## config.mk

```make
export PLATFORM = sky130hd
export DESIGN_NAME = logic_unit_pipe
export DESIGN_NICKNAME = d
export VERILOG_FILES = /design/src/rtl/logic_unit_pkg.sv /design/src/rtl/logic_op_core.sv /design/src/rtl/logic_unit_pipe.sv
export SDC_FILE = /design/constraint.sdc
export NUM_CORES = 1
export LEC_CHECK = 0
export ABC_CLOCK_PERIOD_IN_PS = 3300
export CAP_MARGIN = 20
export CORE_MARGIN = 2
export CORE_UTILIZATION = 45
export DETAILED_ROUTE_END_ITERATION = 10
export PLACE_DENSITY = 0.68
export SLEW_MARGIN = 20
export SYNTH_ARGS = -nofsm -noshare
export SYNTH_HDL_FRONTEND = slang
export SYNTH_SLANG_ARGS = --single-unit
```

## constraint.sdc

```tcl
create_clock -name clk -period 3.3 [get_ports clk]
set_input_delay 0.495 -clock clk [delete_from_list [all_inputs] [get_ports clk]]
set_output_delay 0.495 -clock clk [all_outputs]
set_load 0.005 [all_outputs]
```

## src/rtl/logic_unit_pkg.sv

```systemverilog
// Shared definitions for the pipelined bitwise logic unit.
package logic_unit_pkg;

  localparam int unsigned OP_W = 3;

  // Operation encoding; every 3-bit value is a legal operation.
  typedef enum logic [OP_W-1:0] {
    OpNot  = 3'd0,
    OpAnd  = 3'd1,
    OpOr   = 3'd2,
    OpXor  = 3'd3,
    OpNand = 3'd4,
    OpNor  = 3'd5,
    OpXnor = 3'd6,
    OpPass = 3'd7
  } op_e;

endpackage

```

## src/rtl/logic_op_core.sv

```systemverilog
// Combinational bitwise operation core: result plus zero and parity flags.
module logic_op_core
  import logic_unit_pkg::*;
#(
  parameter int unsigned WIDTH = 8
) (
  input  logic [OP_W-1:0]  op,
  input  logic [WIDTH-1:0] a,
  input  logic [WIDTH-1:0] b,
  output logic [WIDTH-1:0] y,
  output logic             zero,
  output logic             parity
);

  // Decode the operation; b is simply unused by the unary ops.
  always_comb begin
    y = '0;
    unique case (op_e'(op))
      OpNot:  y = ~a;
      OpAnd:  y = a & b;
      OpOr:   y = a | b;
      OpXor:  y = a ^ b;
      OpNand: y = ~(a & b);
      OpNor:  y = ~(a | b);
      OpXnor: y = ~(a ^ b);
      OpPass: y = a;
    endcase
  end

  // Flags derived from the result.
  always_comb begin
    zero   = (y == '0);
    parity = ^y;
  end

endmodule

```

## src/rtl/logic_unit_pipe.sv

```systemverilog
// Bitwise logic unit with a valid/ready input, an output register and one skid entry.
// in_ready is registered, so upstream never sees a combinational path from out_ready.
module logic_unit_pipe
  import logic_unit_pkg::*;
#(
  parameter int unsigned WIDTH   = 8,
  parameter int unsigned COUNT_W = 16
) (
  input  logic               clk,
  input  logic               rst_n,
  input  logic               in_valid,
  output logic               in_ready,
  input  logic [OP_W-1:0]    op,
  input  logic [WIDTH-1:0]   a,
  input  logic [WIDTH-1:0]   b,
  output logic               out_valid,
  input  logic               out_ready,
  output logic [WIDTH-1:0]   y,
  output logic               zero,
  output logic               parity,
  output logic [COUNT_W-1:0] op_count
);

  // Entry layout: {y, zero, parity}.
  localparam int unsigned EntW = WIDTH + 2;

  logic [WIDTH-1:0]   core_y;
  logic               core_zero;
  logic               core_parity;
  logic [EntW-1:0]    res;

  logic [EntW-1:0]    or_data_q, or_data_d;
  logic               or_valid_q, or_valid_d;
  logic [EntW-1:0]    sk_data_q, sk_data_d;
  logic               sk_valid_q, sk_valid_d;
  logic               in_ready_q, in_ready_d;
  logic [COUNT_W-1:0] cnt_q, cnt_d;

  logic accept;
  logic pop;

  logic_op_core #(
    .WIDTH (WIDTH)
  ) u_core (
    .op     (op),
    .a      (a),
    .b      (b),
    .y      (core_y),
    .zero   (core_zero),
    .parity (core_parity)
  );

  assign res    = {core_y, core_zero, core_parity};
  assign accept = in_valid && in_ready_q;
  assign pop    = or_valid_q && out_ready;

  // Next state of the two-entry buffer. SK is only ever filled while OR is stalled,
  // and in_ready_q guarantees no accept arrives while SK is occupied.
  always_comb begin
    or_data_d  = or_data_q;
    or_valid_d = or_valid_q;
    sk_data_d  = sk_data_q;
    sk_valid_d = sk_valid_q;
    if (pop) begin
      if (sk_valid_q) begin
        or_data_d  = sk_data_q;
        or_valid_d = 1'b1;
        if (accept) begin
          sk_data_d  = res;
          sk_valid_d = 1'b1;
        end else begin
          sk_valid_d = 1'b0;
        end
      end else if (accept) begin
        or_data_d  = res;
        or_valid_d = 1'b1;
      end else begin
        or_valid_d = 1'b0;
      end
    end else if (accept) begin
      if (or_valid_q) begin
        sk_data_d  = res;
        sk_valid_d = 1'b1;
      end else begin
        or_data_d  = res;
        or_valid_d = 1'b1;
      end
    end
    in_ready_d = !sk_valid_d;
  end

  // Saturating count of accepted operations.
  always_comb begin
    cnt_d = cnt_q;
    if (accept && (cnt_q != '1)) begin
      cnt_d = cnt_q + COUNT_W'(1);
    end
  end

  // State registers with synchronous active-low reset.
  always_ff @(posedge clk) begin
    if (!rst_n) begin
      or_data_q  <= '0;
      or_valid_q <= 1'b0;
      sk_data_q  <= '0;
      sk_valid_q <= 1'b0;
      in_ready_q <= 1'b0;
      cnt_q      <= '0;
    end else begin
      or_data_q  <= or_data_d;
      or_valid_q <= or_valid_d;
      sk_data_q  <= sk_data_d;
      sk_valid_q <= sk_valid_d;
      in_ready_q <= in_ready_d;
      cnt_q      <= cnt_d;
    end
  end

  assign in_ready  = in_ready_q;
  assign out_valid = or_valid_q;
  assign y         = or_data_q[EntW-1:2];
  assign zero      = or_data_q[1];
  assign parity    = or_data_q[0];
  assign op_count  = cnt_q;

endmodule

```

==> impl_metrics.env <==
export IMPL_rows=27
export IMPL_synth_distinct_cells=44
export IMPL_finalClockSkew_ns=0.00978
export IMPL_final_common_cell="clkdlybuf4s50_1"
export IMPL_cp_data_required_time_ns=3.44
export IMPL_maxCapViolations=0
export IMPL_n_antenna_cell=0
export IMPL_final_max_slew_violation_count=0
export IMPL_min_period_ns=2.92
export IMPL_grt_pass1_wl_um=10300
export IMPL_wl_per_cell_um=13.7
export IMPL_grt_pass1_vias=2304
export IMPL_synth_adder_area_share=0.100
export IMPL_fillers=534
export IMPL_worst_slack_ns=0.375
export IMPL_synthTopCellsByArea="dfxtp_1 30%, ha_1 10%, a21oi_1 5.2%"
export IMPL_ctsHoldBuffers=0
export IMPL_synth_compound_area_share=0.244
export IMPL_hold_viol=0
export IMPL_yosysSeqAreaShare=0.298
export IMPL_start_util=0.470
export IMPL_grt_usage=0.196
export IMPL_most_common_layout_cells="50 x clkdlybuf4s50_1, 39 x dfxtp_1, 27 x a21oi_1"
export IMPL_die_area_mm2=0.00645
export IMPL_die_width_um=80.3
export IMPL_crit_slowest_cell="clkdlybuf4s50_1"
export IMPL_fin_tns_setup_ns=0
export IMPL_root_buffer="clkbuf_8"
export IMPL_tightest_slew_ns=0.786
export IMPL_synthSimpleGateAreaFrac=0.192
export IMPL_relSlewSlack=0.475
export IMPL_power_density_mw_per_mm2=335
export IMPL_endpoint_kind="flip-flop"
export IMPL_status="complete, no violations"
export IMPL_final_nets=417
export IMPL_vias_per_cell=5.68
export IMPL_cp_arrival_ns=3.07
export IMPL_multiInputGateArea_mm2=0.00168
export IMPL_holdWs_ns=0.468
export IMPL_ir_drop_mv=0.258
export IMPL_syn_inst=325
export IMPL_syn2layout_area_growth_pct=25.4
export IMPL_syn_area_per_cell_um2=8.06
export IMPL_synth_top_area_cell="dfxtp_1"
export IMPL_worst_path_buf_inv=2
export IMPL_cellLeakagePower_uw=0.00129
export IMPL_finalWirelength_um=6110
export IMPL_crit_fanout=4
export IMPL_synthXorXnorAreaFrac=0.0502
export IMPL_grt_overflow=0
export IMPL_clock_sinks=39
export IMPL_path_cells="clkdlybuf4s50_1 -> inv_1 -> ha_1 -> mux2_2 -> o311ai_0 -> a32oi_1 -> nor2_1 -> ha_1 -> xnor2_1 -> xnor2_1 -> nand2_1 -> o211ai_1 -> a21oi_1"
export IMPL_dr_pass1_iters=4
export IMPL_hold_path_class="flip-flop to flip-flop"
export IMPL_startpoint_type="input pin"
export IMPL_post_place_ws_ns=0.0677
export IMPL_crit_type="input pin to flip-flop"
export IMPL_grt_max_degree=27
export IMPL_fp_coreArea_mm2=0.00557
export IMPL_yosysWarnings=0
export IMPL_synth_top_family_by_area="compound AO/OA/AOI/OAI gates"
export IMPL_drive_above_1_share=0.0643
export IMPL_cts_path_max_buffers=2
export IMPL_dieHeight_um=80.3
export IMPL_fmax_mhz=342
export IMPL_final_seq_area_um2=781
export IMPL_setup_viol=0
export IMPL_clock_latency_ns=0.29
export IMPL_cts_tree="built"
export IMPL_ios=51
export IMPL_antenna_found_initial=0
export IMPL_critPathTopFamily="compound AO/OA/AOI/OAI gates"
export IMPL_rsz0062_at_grt="false"
export IMPL_synth_seq_cells=39
export IMPL_yosysTopAreaCellShare=0.298
export IMPL_io_buffer_count=50
export IMPL_clk_pin_slew_ns=0.08
export IMPL_num_vias=2529
export IMPL_cts_inserted_buffers=5
export IMPL_cts_resized=0
export IMPL_synth_nets=369
export IMPL_drc=0
export IMPL_htree_levels=2
export IMPL_ant_nets=0
export IMPL_initialDrtViolationCount=89
export IMPL_min_period_over_period=0.886
export IMPL_post_cts_setup_buffers=0
export IMPL_slowest_delay_ns=0.52
export IMPL_syn_area_mm2=0.00262
export IMPL_place_congestion=0.840
export IMPL_hpwl_um=4470
export IMPL_synthMuxAreaShare=0.0545
## Yosys cell counts
| master | instances |
|---|---|
| a21o_1 | 2 |
| nand3_1 | 14 |
| and4b_1 | 1 |
| ha_1 | 21 |
| o21ai_1 | 1 |
| a22oi_1 | 2 |
| a31oi_1 | 2 |
| or4_4 | 1 |
| and3_1 | 3 |
| o211a_1 | 2 |
| o211ai_1 | 12 |
| nand2_2 | 1 |
| nor3b_1 | 1 |
| a211oi_1 | 6 |
| nor3_1 | 4 |
| a32oi_1 | 3 |
| nor4_2 | 2 |
| xnor2_1 | 9 |
| or3_1 | 7 |
| o221ai_1 | 5 |
| xor2_1 | 6 |
| a311oi_1 | 2 |
| and2_1 | 5 |
| dfxtp_1 | 39 |
| inv_1 | 22 |
| nand4_1 | 3 |
| and4_1 | 4 |
| mux2i_1 | 12 |
| o41ai_1 | 1 |
| o21ai_0 | 21 |
| nand2_1 | 26 |
| o22ai_1 | 2 |
| a2111o_1 | 2 |
| a21oi_1 | 27 |
| mux2_2 | 2 |
| nor4_1 | 1 |
| o31ai_1 | 2 |
| clkbuf_1 | 7 |
| o21bai_1 | 1 |
| a211oi_2 | 2 |
| o311ai_0 | 1 |
| nor2_1 | 27 |
| a22o_1 | 1 |
| buf_2 | 10 |
## per-stage QoR
stage	util	std cells	area, um2	total power, uW
6_report	0.589	445	3280	1100
2_1_floorplan	-	325	2620	683
3_3_place_gp	0.573	438	3190	782
4_1_cts	0.589	445	3280	1110
3_5_place_dp	0.573	438	3190	789
5_1_grt	0.589	445	3280	1160
## area by class of cell
type / instances / share of cell area
Multi-Input combinational cell: 247 / 0.512
Sequential cell: 39 / 0.238
Timing Repair Buffer: 58 / 0.171
Tap cell: 72 / 0.0274
Clock buffer: 6 / 0.0252
Inverter: 22 / 0.0252
Clock inverter: 1 / 0.00152
## registers in the layout, indices dropped and copies added, names as in the netlist
register,cells
in_ready,1
out_valid,1
sk_valid_q,1
or_data_q,10
sk_data_q,10
op_count,16
## tightest hold or removal path: cells and delay by family, from the launching register on
family,cells,cell delay (ns)
flops,1,0.31
compound gates,1,0.07
simple gates,1,0.05
## routing by layer
layer  vias to the layer above  track usage  part of all wire
met5                         -            0                 0
met2                        59        0.335              0.48
met3                        15       0.0337             0.042
li1                       1277            -                 -
met1                      1178        0.245              0.45
met4                         0       0.0746             0.022
## final timing paths
kind / cells after the start / slack (ns) / endpoint / startpoint
hold / removal: 2 / 0.47 / or_data_q[1] / sk_data_q[1]
hold reg to reg: 2 / 0.47 / or_data_q[1] / sk_data_q[1]
setup / recovery: 13 / 0.38 / or_data_q[0] / a[5]
setup reg to reg: 6 / 1.42 / op_count[10] / op_count[0]
## where the power goes
group / total (uW) / internal [uW] / leakage (uW) / switching [uW]
Combinational: 278 / 137 / 0.000925 / 141
Clock: 324 / 164 / 0.0000470 / 160
Sequential: 500 / 487 / 0.000317 / 12.1
## cells by family after synthesis
group / after synthesis
DFF: 39
AOI/OAI and AO/OA: 97
adders and majority gates: 21
muxes: 14
buffers and inverters: 39
and+or+nand+nor: 100
xor gates and xnor gates: 15
No activity file was read; power rests on OpenSTA's default activity.
